File: config.mk
export PLATFORM = sky130hd
export DESIGN_NAME = fwd_scoreboard_flat
export DESIGN_NICKNAME = d
export VERILOG_FILES = /design/src/rtl/fwd_scoreboard_pkg.sv /design/src/rtl/fwd_scoreboard_if.sv /design/src/rtl/fwd_sb_entry.sv /design/src/rtl/fwd_scoreboard.sv /design/src/flat_wrapper.sv
export SDC_FILE = /design/constraint.sdc
export NUM_CORES = 1
export LEC_CHECK = 0
export BUFFER_PORTS_ARGS = -buffer_cell sky130_fd_sc_hd__buf_2
export CORE_MARGIN = 2
export CORE_UTILIZATION = 66
export DETAILED_ROUTE_END_ITERATION = 16
export GPL_TIMING_DRIVEN = 0
export PLACE_DENSITY = 0.85
export SLEW_MARGIN = 20
export SYNTH_ARGS = -nofsm -noshare
export SYNTH_HDL_FRONTEND = slang
export SYNTH_SLANG_ARGS = --single-unit
File: constraint.sdc
create_clock -name clk -period 6.95 [get_ports clk]
set_clock_uncertainty 0.1 [all_clocks]
set_input_delay 0 -clock clk [delete_from_list [all_inputs] [get_ports clk]]
set_output_delay 0 -clock clk [all_outputs]
set_load 0.02 [all_outputs]
File: src/rtl/fwd_scoreboard_pkg.sv
// Shared types and constants for the forwarding scoreboard.
// Provides the register-file geometry, the countdown width, the forwarding
// select encoding and a helper that maps a zero issue latency to one cycle.
package fwd_scoreboard_pkg;

    localparam int NREG        = 32;
    localparam int REG_AW      = 5;
    localparam int NUM_SRC     = 2;
    localparam int MAX_LAT     = 8;
    localparam int CNT_W       = $clog2(MAX_LAT + 1);
    localparam int STALL_CNT_W = 16;
    localparam int REG_ZERO    = 0;

    typedef enum logic [1:0] {
        FWD_NONE  = 2'd0,
        FWD_EXMEM = 2'd1,
        FWD_MEMWB = 2'd2
    } fwd_sel_e;

    // A latency of 0 is meaningless for an in-flight result; treat it as 1.
    function automatic logic [CNT_W-1:0] eff_lat(input logic [CNT_W-1:0] lat);
        return (lat == '0) ? CNT_W'(1) : lat;
    endfunction

endpackage

File: src/rtl/fwd_scoreboard_if.sv
// Issue / bypass / status bundle for the forwarding scoreboard.
// master: the pipeline side that presents instructions and bypass state.
// slave : the scoreboard, which returns forwarding selects, stall and the
//         stall-cycle counter.
interface fwd_scoreboard_if;
    import fwd_scoreboard_pkg::*;

    logic                         issue_valid;
    logic                         issue_we;
    logic [REG_AW-1:0]            issue_rd;
    logic [CNT_W-1:0]             issue_lat;
    logic [NUM_SRC-1:0]           src_en;
    logic [NUM_SRC*REG_AW-1:0]    src_rs;
    logic                         ex_mem_we;
    logic [REG_AW-1:0]            ex_mem_rd;
    logic                         mem_wb_we;
    logic [REG_AW-1:0]            mem_wb_rd;
    logic                         flush;
    logic                         stall_cnt_clr;
    fwd_sel_e                     fwd_sel [NUM_SRC];
    logic                         stall;
    logic [STALL_CNT_W-1:0]       stall_cnt;

    modport master (
        output issue_valid, issue_we, issue_rd, issue_lat, src_en, src_rs,
               ex_mem_we, ex_mem_rd, mem_wb_we, mem_wb_rd, flush, stall_cnt_clr,
        input  fwd_sel, stall, stall_cnt
    );

    modport slave (
        input  issue_valid, issue_we, issue_rd, issue_lat, src_en, src_rs,
               ex_mem_we, ex_mem_rd, mem_wb_we, mem_wb_rd, flush, stall_cnt_clr,
        output fwd_sel, stall, stall_cnt
    );

endinterface

File: src/rtl/fwd_sb_entry.sv
// One scoreboard entry: a busy flag plus a countdown to result availability.
// Ports: clk, rst (async, active high), flush (clears), load/load_val (new
// in-flight write), retire (result written back), busy/cnt (entry state).
// Priority: flush > load > retire > decrement.
module fwd_sb_entry
    import fwd_scoreboard_pkg::*;
(
    input  logic             clk,
    input  logic             rst,
    input  logic             flush,
    input  logic             load,
    input  logic [CNT_W-1:0] load_val,
    input  logic             retire,
    output logic             busy,
    output logic [CNT_W-1:0] cnt
);

    always_ff @(posedge clk or posedge rst) begin
        if (rst) begin
            busy <= 1'b0;
            cnt  <= '0;
        end else if (flush) begin
            busy <= 1'b0;
            cnt  <= '0;
        end else if (load) begin
            busy <= 1'b1;
            cnt  <= load_val;
        end else if (retire) begin
            busy <= 1'b0;
            cnt  <= '0;
        end else if (cnt != '0) begin
            // busy stays set at cnt==0: the value is forwardable but the
            // register has not been written back yet.
            cnt <= cnt - CNT_W'(1);
        end
    end

endmodule

File: src/rtl/fwd_scoreboard.sv
// Operand forwarding and hazard unit with a per-register scoreboard.
// Ports: clk, rst (async, active high), sb (slave side of the issue/bypass
// bundle). Outputs per-source forwarding selects, a combinational stall
// (source not yet forwardable, or an out-of-order write-after-write) and a
// saturating stall-cycle counter.
module fwd_scoreboard
    import fwd_scoreboard_pkg::*;
(
    input  logic           clk,
    input  logic           rst,
    fwd_scoreboard_if.slave sb
);

    logic [NREG-1:0]        busy;
    logic [CNT_W-1:0]       cnt [NREG];
    logic [NREG-1:1]        load;
    logic [NREG-1:1]        retire;
    logic [CNT_W-1:0]       lat_eff;
    logic [NUM_SRC-1:0]     haz;
    logic                   waw;
    logic                   stall_raw;
    logic                   issue_fire;
    logic [STALL_CNT_W-1:0] stall_cnt_reg;

    // Register zero is never tracked.
    assign busy[0] = 1'b0;
    assign cnt[0]  = '0;

    assign lat_eff = eff_lat(sb.issue_lat);

    always_comb begin
        haz = '0;
        for (int i = 0; i < NUM_SRC; i++) begin
            logic [REG_AW-1:0] rs;
            rs     = sb.src_rs[i*REG_AW +: REG_AW];
            haz[i] = sb.src_en[i] && (rs != REG_AW'(REG_ZERO)) && busy[rs] && (cnt[rs] != '0);
        end
    end

    // A younger write must not complete before an older one to the same rd.
    assign waw = sb.issue_we && (sb.issue_rd != REG_AW'(REG_ZERO)) &&
                 busy[sb.issue_rd] && (cnt[sb.issue_rd] >= lat_eff);

    assign stall_raw  = sb.issue_valid && ((|haz) || waw);
    assign sb.stall   = !rst && stall_raw;
    assign issue_fire = sb.issue_valid && !stall_raw && !sb.flush;

    always_comb begin
        for (int i = 0; i < NUM_SRC; i++) begin
            logic [REG_AW-1:0] rs;
            rs = sb.src_rs[i*REG_AW +: REG_AW];
            sb.fwd_sel[i] = FWD_NONE;
            if (!rst && sb.src_en[i] && (rs != REG_AW'(REG_ZERO)) && !haz[i]) begin
                if (sb.ex_mem_we && (sb.ex_mem_rd == rs)) begin
                    sb.fwd_sel[i] = FWD_EXMEM;
                end else if (sb.mem_wb_we && (sb.mem_wb_rd == rs)) begin
                    sb.fwd_sel[i] = FWD_MEMWB;
                end
            end
        end
    end

    generate
        for (genvar gi = 1; gi < NREG; gi++) begin : g_entry
            assign load[gi]   = issue_fire && sb.issue_we && (sb.issue_rd == REG_AW'(gi));
            assign retire[gi] = sb.mem_wb_we && (sb.mem_wb_rd == REG_AW'(gi));

            fwd_sb_entry u_entry (
                .clk      (clk),
                .rst      (rst),
                .flush    (sb.flush),
                .load     (load[gi]),
                .load_val (lat_eff),
                .retire   (retire[gi]),
                .busy     (busy[gi]),
                .cnt      (cnt[gi])
            );
        end
    endgenerate

    always_ff @(posedge clk or posedge rst) begin
        if (rst) begin
            stall_cnt_reg <= '0;
        end else if (sb.stall_cnt_clr) begin
            stall_cnt_reg <= '0;
        end else if (stall_raw && (stall_cnt_reg != '1)) begin
            stall_cnt_reg <= stall_cnt_reg + STALL_CNT_W'(1);
        end
    end

    assign sb.stall_cnt = stall_cnt_reg;

endmodule

File: src/flat_wrapper.sv
// flat-port wrapper written by rule: the top's interface ports become plain ports
module fwd_scoreboard_flat import fwd_scoreboard_pkg::*;
  (clk, rst, sb_issue_valid, sb_issue_we, sb_issue_rd, sb_issue_lat, sb_src_en, sb_src_rs, sb_ex_mem_we, sb_ex_mem_rd, sb_mem_wb_we, sb_mem_wb_rd, sb_flush, sb_stall_cnt_clr, sb_fwd_sel, sb_stall, sb_stall_cnt);
  fwd_scoreboard_if sb_i ();
  input  logic clk;
  input  logic rst;
  input wire logic [$bits(sb_i.issue_valid)-1:0] sb_issue_valid;
  input wire logic [$bits(sb_i.issue_we)-1:0] sb_issue_we;
  input wire logic [$bits(sb_i.issue_rd)-1:0] sb_issue_rd;
  input wire logic [$bits(sb_i.issue_lat)-1:0] sb_issue_lat;
  input wire logic [$bits(sb_i.src_en)-1:0] sb_src_en;
  input wire logic [$bits(sb_i.src_rs)-1:0] sb_src_rs;
  input wire logic [$bits(sb_i.ex_mem_we)-1:0] sb_ex_mem_we;
  input wire logic [$bits(sb_i.ex_mem_rd)-1:0] sb_ex_mem_rd;
  input wire logic [$bits(sb_i.mem_wb_we)-1:0] sb_mem_wb_we;
  input wire logic [$bits(sb_i.mem_wb_rd)-1:0] sb_mem_wb_rd;
  input wire logic [$bits(sb_i.flush)-1:0] sb_flush;
  input wire logic [$bits(sb_i.stall_cnt_clr)-1:0] sb_stall_cnt_clr;
  output wire logic [$bits(sb_i.fwd_sel)-1:0] sb_fwd_sel;
  output wire logic [$bits(sb_i.stall)-1:0] sb_stall;
  output wire logic [$bits(sb_i.stall_cnt)-1:0] sb_stall_cnt;
  assign sb_i.issue_valid = sb_issue_valid;
  assign sb_i.issue_we = sb_issue_we;
  assign sb_i.issue_rd = sb_issue_rd;
  assign sb_i.issue_lat = sb_issue_lat;
  assign sb_i.src_en = sb_src_en;
  assign sb_i.src_rs = sb_src_rs;
  assign sb_i.ex_mem_we = sb_ex_mem_we;
  assign sb_i.ex_mem_rd = sb_ex_mem_rd;
  assign sb_i.mem_wb_we = sb_mem_wb_we;
  assign sb_i.mem_wb_rd = sb_mem_wb_rd;
  assign sb_i.flush = sb_flush;
  assign sb_i.stall_cnt_clr = sb_stall_cnt_clr;
  assign sb_fwd_sel = {>>{sb_i.fwd_sel}};
  assign sb_stall = sb_i.stall;
  assign sb_stall_cnt = sb_i.stall_cnt;
  fwd_scoreboard u_core (.clk(clk), .rst(rst), .sb(sb_i));
endmodule
Word-level counts from Yosys, hierarchy flattened:

Index checks and enable logic that the tools add are counted.

* register bits after elaboration: 171
* input port bits: 39
* output and inout bits: 21
* word-level logic and storage cells: 607

* add/subtract/negate cells: 32
* magnitude comparators: 7
* equality and inequality tests: 67
* muxes and demuxes: 241
* bitwise operators: 3
* reduce and logical (&&, ||, !) cells: 194

Operator list (count)
* 4-bit 2-to-1 mux: 131
* 4-bit nonzero test: 64
* 5-bit == test (second input constant): 32
* 4-bit by 1-bit subtractor with 4-bit output (second input constant): 31
* 1-bit 2-to-1 mux: 96
* 3-bit nonzero test: 31
* 1-bit logical AND: 87
* 5-bit by 4-bit == test with 1-bit output (second input constant): 16
* 4-bit binary-select mux with 5-bit select: 3
* 5-bit by 3-bit == test with 1-bit output (second input constant): 8
* 16-bit 2-to-1 mux: 2
* 5-bit by 2-bit == test with 1-bit output (second input constant): 4
* 5-bit == test: 4
* 6-bit >= comparator (second input constant): 3
* 5-bit by 6-bit < comparator with 1-bit output (second input constant): 3
* 5-bit inverter with 6-bit output: 3
* 16-bit by 1-bit adder with 16-bit output (second input constant): 1
* 16-bit != test (second input constant): 1
* 1-bit binary-select mux with 5-bit select: 3
* 5-bit nonzero test: 3
* 2-bit 2-to-1 mux: 6
* 5-bit by 1-bit == test with 1-bit output (second input constant): 2
* 1-bit logical NOT: 5
* 4-bit >= comparator: 1
* other kinds (4): 4

Depth between registers and ports, before layout:

Gate-level depths: netlist (run 1).

* depth in word-level cells: 16
* depth in mapped cells: 22
* mapped depth without buffers: 16

Hierarchy:

A second synthesis (run 1) with hierarchy kept.

* cell total of the unflattened synthesis: 1467
* area, all modules: 13544.2 um^2

By module, submodules not included
* fwd_sb_entry: instances 31, cells each 32, area an instance 295.3 um^2, seq. area each 125.1 um^2
* fwd_scoreboard: instances 1, cells each 475, area an instance 4390.5 um^2, seq. area each 400.4 um^2

Worst setup path after synthesis (run 1):

OpenSTA, ideal clock, no wires.

* path type: input -> register
* from: input sb_issue_rd[0]
* to: register u_core.g_entry[10].u_entry.cnt[0]
* setup time: 0.080 ns
* arrival time: 4.162 ns
* data required time: 6.770 ns
* path slack: 2.609 ns
* stages on the path: 18
* buffers on the path: 6
* path through: buf_6 buf_6 buf_1 clkbuf_1 mux4_2 mux4_2 mux2_2 ha_1 a21o_1 a21oi_1 nor2b_1 o21ai_1 o22ai_1 or2_1 buf_6 buf_4 nor3_4 mux2i_1

* longest elaborated chain between the ends: 15
* elaborated cells on any way between the ends: 22
* those cells by class: 1 x order compare; 1 x eq/ne; 7 x mux; 1 x bitwise; 12 x reduce/logical

Ends and longest elaborated chain
* start, declared: line flat_wrapper.sv:9 `input wire logic [$bits(sb_i.issue_rd)-1:0] sb_issue_rd;`
* 5-bit inverter with 6-bit output (implied by the code): line fwd_scoreboard.sv:42 `busy[sb.issue_rd] && (cnt[sb.issue_rd] >= lat_eff);`
* 4-bit binary-select mux with 5-bit select: line fwd_scoreboard.sv:42
* 4-bit 2-to-1 mux (implied by the code) (2 in series): line fwd_scoreboard.sv:42
* 4-bit >= comparator: line fwd_scoreboard.sv:42
* 1-bit logical AND: line fwd_scoreboard.sv:42
* 1-bit logical OR: line fwd_scoreboard.sv:44 `assign stall_raw = sb.issue_valid && ((|haz) || waw);`
* 1-bit logical AND: line fwd_scoreboard.sv:44
* 1-bit logical NOT: line fwd_scoreboard.sv:46 `assign issue_fire = sb.issue_valid && !stall_raw && !sb.flush;`
* 1-bit logical AND (2 in series): line fwd_scoreboard.sv:46
* 1-bit logical AND: line fwd_scoreboard.sv:65 `assign load[gi] = issue_fire && sb.issue_we && (sb.issue_rd == REG_AW'(gi));`
* 1-bit logical AND *: line fwd_scoreboard.sv:65
* 4-bit 2-to-1 mux: line fwd_sb_entry.sv:25 `end else if (load) begin`
* 4-bit 2-to-1 mux: line fwd_sb_entry.sv:22 `end else if (flush) begin`
* end signal, assigned: line fwd_sb_entry.sv:27 `cnt <= load_val;`
* end signal, assigned: line fwd_sb_entry.sv:34 `cnt <= cnt - CNT_W'(1);`
* end, declared: line fwd_sb_entry.sv:15 `output logic [CNT_W-1:0] cnt`

Mark *: on every way between the ends. The rest lies on a longest branch, timed or not. The select of a mux whose other input is x is not followed.
A chain may end at the register's enable or synchronous reset.

Worst setup path after layout (run 1):

* from: input sb_issue_rd[1]
* to: register u_core.g_entry[13].u_entry.cnt[0]

* longest elaborated chain between the ends: 15
* elaborated cells on any way between the ends: 22
* those cells by class: 1 x order compare; 1 x eq/ne; 7 x mux; 1 x bitwise; 12 x reduce/logical

Ends and longest elaborated chain (line)
* 5-bit inverter with 6-bit output (implied by the code): fwd_scoreboard.sv:42
* 4-bit binary-select mux with 5-bit select: fwd_scoreboard.sv:42
* 4-bit 2-to-1 mux (implied by the code) (2 in series): fwd_scoreboard.sv:42
* 4-bit >= comparator: fwd_scoreboard.sv:42
* 1-bit logical AND: fwd_scoreboard.sv:42
* 1-bit logical OR: fwd_scoreboard.sv:44
* 1-bit logical AND: fwd_scoreboard.sv:44
* 1-bit logical NOT: fwd_scoreboard.sv:46
* 1-bit logical AND (2 in series): fwd_scoreboard.sv:46
* 1-bit logical AND: fwd_scoreboard.sv:65
* 1-bit logical AND *: fwd_scoreboard.sv:65
* 4-bit 2-to-1 mux: fwd_sb_entry.sv:25
* 4-bit 2-to-1 mux: fwd_sb_entry.sv:22
* end signal, assigned: fwd_sb_entry.sv:27
* end signal, assigned: fwd_sb_entry.sv:34
* end, declared: fwd_sb_entry.sv:15

Marks and branches as above.

==> summary.txt, run 1 <==
Placed design
  – Buffers on Ports: 49
  – Global placement routability congestion: 1.05
  – Pre-CTS setup slack: 0.779 ns
  – HPWL Detailed: 33400 um

Timing
  – Final hold vios: 0
  – Setup violations, final: 0
  – Fin crit period: 6.01 ns
  – Max_slew headroom: 20.4%
  – Least-Margin Pin Slew: 1.19 ns
  – RSZ-0062 raised after global routing: no
  – Fmax: 166 MHz
  – Period Utilization, post-route: 86.5%
  – Setup TNS: 0 ns
  – Setup ws final: 0.937 ns
  – Max-slew violations: 0

Floorplanning
  – Ports: 60
  – Die height: 144 um
  – Die width: 144 um
  – Die area: 0.0209 mm^2
  – Initial core utilization: 67.1%
  – Core area: 0.0194 mm^2
  – Site row count: 51

Worst setup path
  – R2r startpoint: u_core.g_entry[24].u_entry.cnt[1]
  – Critical path type: input pin to flop
  – Worst path arrival time: 6.20 ns
  – CP Capture Type: flop
  – CP Launch Point: sb_issue_rd[1]
  – Maximum fanout along the worst path: 10
  – Required time worst endpoint: 7.14 ns
  – Type of element launching the critical path: input pin

Synth
  – Area share of the leading cell type in the synthesized netlist: 32.9%
  – Top cell type by total area after synthesis: dfrtp_1
  – Number of synthesized flops with an enable pin: 0
  – Yosys reg bits: 171
  – YS warnings: 0
  – Async S/R FF share, synth: 100%
  – Mean Syn Cell Area: 9.34 um^2
  – Mapped Cells: 1393
  – Post-Syn Area: 0.0130 mm^2
  – Commonest register cell after synthesis: dfrtp_1
  – Seq/Total Area, Yosys: 32.9%
  – Post-synthesis net count: 1468
  – Distinct cells, synth: 75
  – Synth top area cells: dfrtp_1 33%, mux4_2 10%, mux2i_1 8.6%, nand2_1 6.2%, ha_1 3.5%

Power and ir drop
  – Combinational power share: 47.6%
  – VDD IR max: 0.255 mV
  – Psw: 2.33 mW
  – Leakage: 6.43 nW
  – Clock power frac: 20.0%
  – Sw Share: 43.7%
  – Internal Pwr Total: 2.99 mW
  – Sequential share of power: 32.3%
  – PwrDens: 372 mW/mm^2

Drt
  – DRT iter0 DRCs: 1996
  – Routed Antenna Nets: 0
  – Routed len/inst: 25.9 um
  – Total number of vias: 12400
  – Routed wire length: 45200 um
  – Drt pass-1 iters: 8
  – DR vias/cell: 7.14
  – # DRC: 0

Global route
  – Tot GR Track Use: 44.3%
  – Largest net degree at the start of global routing: 102
  – Congestion Overflow GR: 0
  – Antenna violations before repair: 1
  – Vias in the first global route: 11800
  – First-pass GRT wire length: 67900 um

Clock network
  – TritonCTS clock tree: done
  – Clock Tree Root: clkbuf_16
  – CTS Buffer Depth: 2
  – Number of clock buffers inserted by TritonCTS: 17
  – H-tree Lvls: 4
  – Worst-path clk slew: 0.07 ns
  – Skew-Pair Late Insertion Delay: 0.45 ns
  – CTS sink count: 171

Final layout
  – Max reg flops: 124
  – Layout Nets: 1541
  – Layout cells sized above 1: 14.2%
  – Final core occ: 73.7%
  – Layout area overhead: 9.94%

Min path
  – Hold Path Class: input pin to flop
  – Hold Startpoint: sb_issue_we

Job
  – Max cap viols: 0

Outcome
  – Result of the run: finished clean
[per-layer routing]
metal  GRT usage [%]  up-vias  part of all wire (%)
li1                -     5285                     -
met1            56.6     6017                    37
met2            66.0      917                    43
met3            15.7      228                    14
met4            23.8        0                   5.9
met5               0        -                     0
[worst paths after layout]
check	slack, ns	cells past startpoint	end
worst max-delay path	0.94	17	u_core.g_entry[13].u_entry.cnt[0]
worst min-delay path	0.05	5	u_core.g_entry[16].u_entry.cnt[3]
worst max register to register	2.21	13	u_core.g_entry[13].u_entry.cnt[0]
worst min register to register	0.42	1	u_core.g_entry[10].u_entry.busy
max in group asynchronous	5.73	4	u_core.g_entry[30].u_entry.cnt[2]
min in group asynchronous	0.10	3	u_core.g_entry[24].u_entry.cnt[3]
[logic make-up (layout without fill, tap and decap cells)]
kind of cell / Yosys count / in the layout / share of synthesized area (%)
simple gates: 516 / 516 / 20.1
compound gates: 267 / 267 / 14.2
mux: 188 / 188 / 20.3
flops: 171 / 171 / 32.9
buf+inv: 153 / 238 / 4.84
xor+xnor: 62 / 62 / 4.17
fa+ha+maj: 36 / 36 / 3.46
other cells: 0 / 1 / 0
[cell usage after synthesis, drive strengths merged (6+ instances only)]
| master | number |
|---|---|
| mux2i | 112 |
| a211oi | 6 |
| clkbuf | 34 |
| nor4 | 43 |
| a31oi | 7 |
| a21oi | 46 |
| nand2 | 214 |
| nand2b | 14 |
| xnor2 | 35 |
| o31ai | 11 |
| o21ai | 46 |
| nand3 | 38 |
| a21o | 31 |
| xor2 | 27 |
| or3 | 20 |
| nor3 | 33 |
| o22ai | 15 |
| nor2b | 18 |
| buf | 34 |
| dfrtp | 171 |
| o31a | 14 |
| or4 | 6 |
| nand4 | 15 |
| mux4 | 59 |
| and3 | 12 |
| o2111ai | 7 |
| nor2 | 73 |
| ha | 36 |
| inv | 85 |
| mux2 | 17 |
| o211ai | 45 |
[placed cells by master, fill, tap and decap left out, types with 10 or more instances in the layout]
cell and instances:
or3_1 20, a21oi_1 46, mux4_2 59, o21ai_0 42, o31a_1 14, nor2b_1 18, nand2_1 214, o211ai_1 45
o31ai_1 11, nor3_1 24, nor4_1 35, inv_1 81, and3_1 12, nand3_1 38, clkbuf_16 17, dfrtp_1 171
mux2_2 10, buf_2 69, nor2_1 69, nand2b_1 14, clkbuf_1 35, nand4_1 15, xor2_1 27, xnor2_1 35
ha_1 36, a21o_1 31, mux2i_1 112, o22ai_1 15
[repair_timing]
item	4_1_cts	5_1_grt
buffers inserted	0	0
gates resized for setup	0	0
endpoints found under the hold margin	82	0
hold buffers	4	0
[stage by stage]
| stage | cell area, um^2 | hold slack (ns) | std cells | total power, mW |
|---|---|---|---|---|
| after floorplan | 13000 | -0.0105 | 1393 | 3.48 |
| after global placement | 13600 | 0.207 | 1707 | 4.02 |
| after detailed placement | 13600 | 0.0285 | 1708 | 4.15 |
| after CTS | 14300 | 0.00820 | 1743 | 5.21 |
| after global routing | 14300 | 0.0556 | 1744 | 5.62 |
| final | 14300 | 0.0504 | 1744 | 5.32 |
[cell type report]
type	instances	area, um^2
Antenna cell	1	2.50
Buffer	68	312
Clock buffer	18	429
Clock inverter	13	203
Fill cell	1430	5090
Inverter	85	327
Multi-Input combinational cell	1069	8110
Sequential cell	171	4280
Tap cell	265	332
Timing Repair Buffer	54	313
[power groups by stage]
stage,registers (mW),logic (mW),clock network (mW)
6_report,1.72,2.53,1.07
5_1_grt,1.75,2.77,1.10
4_1_cts,1.69,2.46,1.06
3_5_place_dp,1.71,2.44,0
3_3_place_gp,1.69,2.33,0
2_1_floorplan,1.57,1.91,0
[worst max-delay path, stage by stage]
cell	delay, ns
buf_2	0.15
buf_2	0.33
buf_1	0.89
clkbuf_1	0.84
mux4_2	0.48
mux4_2	0.51
mux2_2	0.28
ha_1	0.28
a21o_1	0.16
a21oi_1	0.14
nor2b_1	0.06
o21ai_1	0.34
o22ai_1	0.29
nor2_1	0.19
clkbuf_1	0.49
nand4b_1	0.50
mux2i_1	0.24
(Power assumes the default switching activity.)
==> inputs of run 2 (changes only) <==
--- a/config.mk
+++ b/config.mk
@@ -6,11 +6,13 @@
 export NUM_CORES = 1
 export LEC_CHECK = 0
 export BUFFER_PORTS_ARGS = -buffer_cell sky130_fd_sc_hd__buf_2
+export CORE_ASPECT_RATIO = 2
 export CORE_MARGIN = 2
 export CORE_UTILIZATION = 66
 export DETAILED_ROUTE_END_ITERATION = 16
 export GPL_TIMING_DRIVEN = 0
 export PLACE_DENSITY = 0.85
+export SETUP_SLACK_MARGIN = 0.2
 export SLEW_MARGIN = 20
 export SYNTH_ARGS = -nofsm -noshare
 export SYNTH_HDL_FRONTEND = slang
==> run 2 against run 1 <==
Die area increased by 0.33%. Non-clock buffer count increased by 4. Combinational power is 6% higher. Core utilization is 0.069 points higher. Flip-flop and latch count stayed put. Setup slack lost 0.091 ns. Critical path type unchanged. Routed wire length up 14%. Sequential power is essentially flat. First-iteration DRC count shrank 40%. Maximum frequency is 1.5% lower. Critical path depth up 1.
==> summary.txt, run 2 (same netlist as run 1, synthesis figures left out) <==
Outcome
  – Result of the run: finished clean

Placed design
  – Placed inst area: 0.0136 mm^2
  – Global placement routability congestion: 1.06
  – Pre-CTS setup slack: 0.701 ns
  – HPWL Detailed: 38000 um
  – Placed insts: 1702
  – Buffers on Ports: 49

Floorplanning
  – Die height: 203 um
  – Die width: 103 um
  – Ports: 60
  – Core area: 0.0194 mm^2
  – Initial core utilization: 67.2%
  – Site row count: 72
  – Die area: 0.0209 mm^2

Clock network
  – CTS resizes: 0
  – CTS sink count: 171
  – Hold Buf Count CTS: 7
  – H-tree Lvls: 4
  – Clock Tree Root: clkbuf_16
  – Skew-Pair Late Insertion Delay: 0.48 ns
  – Number of clock buffers inserted by TritonCTS: 17
  – Worst-path clk slew: 0.07 ns
  – CTS Buffer Depth: 2
  – Setup Fix Bufs, Post-CTS: 0
  – TritonCTS clock tree: done

Global route
  – Congestion Overflow GR: 0
  – Antenna violations before repair: 3
  – Tot GR Track Use: 50.9%
  – Vias in the first global route: 12800
  – Largest net degree at the start of global routing: 92
  – First-pass GRT wire length: 75700 um

Worst setup path
  – Required time worst endpoint: 7.16 ns
  – Worst path arrival time: 6.31 ns
  – Type of element launching the critical path: input pin
  – Maximum fanout along the worst path: 10
  – Critical path type: input pin to flop
  – CP Capture Type: flop

Final layout
  – Most frequent cells in the layout: 214 x nand2_1, 171 x dfrtp_1, 112 x mux2i_1
  – Diode count: 0
  – Fillers: 1441
  – Most common cell after layout, fill and taps aside: nand2_1
  – Post-Layout Inst Area: 0.0143 mm^2
  – Max reg flops: 124
  – Layout Nets: 1545
  – Cell Count, Final, Fillers Out: 1742
  – Layout area overhead: 9.88%
  – Layout cells sized above 1: 14.8%

Power and ir drop
  – Leakage: 6.42 nW
  – Power, Total: 5.37 mW
  – VDD IR max: 0.329 mV
  – PwrDens: 375 mW/mm^2

Drt
  – Drt pass-1 iters: 6
  – DRT iter0 DRCs: 1206
  – # DRC: 0
  – Routed Antenna Nets: 0
  – Routed len/inst: 29.4 um
  – Routed wire length: 51300 um
  – DR vias/cell: 7.30
  – Total number of vias: 12700

Min path
  – Hold Path Class: input pin to flop

Timing
  – Setup violations, final: 0
  – Least-Margin Pin Slew: 1.24 ns
  – Period Utilization, post-route: 87.8%
  – Setup ws final: 0.846 ns
  – Fmax: 164 MHz
  – Max_slew headroom: 16.5%
  – Max-slew violations: 0
  – Final hold vios: 0
  – Fin crit period: 6.10 ns
  – Setup TNS: 0 ns
  – RSZ-0062 raised after global routing: no

Job
  – Max cap viols: 0
run 2: cell types whose count changed in the layout (fill, tap and decap cells not counted), sizes merged:
cell	delta
bufinv	-3
clkinv	+6
clkinvlp	+2
diode	-1
dlygate4sd3	+3
inv	-3
run 2: report_power, final:
group	internal, mW	switching [mW]	total (mW)	leakage [nW]
Clock	0.498	0.465	0.962	0.273
Combinational	1.11	1.56	2.67	3.86
Sequential	1.29	0.445	1.74	2.29
Total	2.90	2.47	5.37	6.42
run 2: through the flow:
step	hold slack (ns)	util [%]
after floorplan	-0.0105	-
final	0.0432	73.8
after CTS	0.0308	73.6
after global routing	0.0735	73.8
after detailed placement	0.0769	70.3
after global placement	0.224	70.1
run 2: layer usage:
layer | vias to the layer above | global-route usage, % | share of wire (%)
met5 | - | 2.05 | 0.13
met4 | 6 | 49.7 | 13
met3 | 378 | 19.0 | 10
met2 | 895 | 79.4 | 47
met1 | 6132 | 48.8 | 30
li1 | 5300 | - | -
run 2: final cells by class:
type | count | area (um^2) | share of cell area, %
sequential | 171 | 4280 | 29.9
multi-input combinational | 1069 | 8130 | 56.9
clock inverter | 15 | 143 | 0.998
inverter | 85 | 327 | 2.28
timing repair buffer | 58 | 350 | 2.45
clock buffer | 17 | 425 | 2.98
tap | 259 | 324 | 2.27
buffer | 68 | 314 | 2.20
run 2: worst max-delay path, stage by stage:
cell and delay (ns):
buf_2 0.18, buf_2 0.38, buf_1 0.73, clkbuf_1 0.90, mux4_2 0.54, mux4_2 0.50, mux2i_1 0.17, ha_1 0.25
nand2b_1 0.14, a21o_1 0.18, a21oi_1 0.17, nor2b_1 0.06, o21ai_1 0.29, o22ai_1 0.29, nor2_1 0.22, clkbuf_1 0.44
nand4b_1 0.59, mux2i_1 0.26
run 2: path summary, 6_finish.rpt:
check / from / end / slack, ns / depth (start not counted)
min: sb_issue_rd[3] / u_core.g_entry[30].u_entry.busy / 0.04 / 4
min in group asynchronous: rst / u_core.g_entry[10].u_entry.busy / 0.07 / 3
min reg2reg: u_core.g_entry[9].u_entry.busy / u_core.g_entry[9].u_entry.busy / 0.43 / 2
max reg2reg: u_core.g_entry[7].u_entry.cnt[1] / u_core.g_entry[5].u_entry.cnt[1] / 2.02 / 13
max in group asynchronous: rst / u_core.g_entry[22].u_entry.busy / 5.80 / 4
max: sb_issue_rd[1] / u_core.g_entry[5].u_entry.cnt[1] / 0.85 / 18
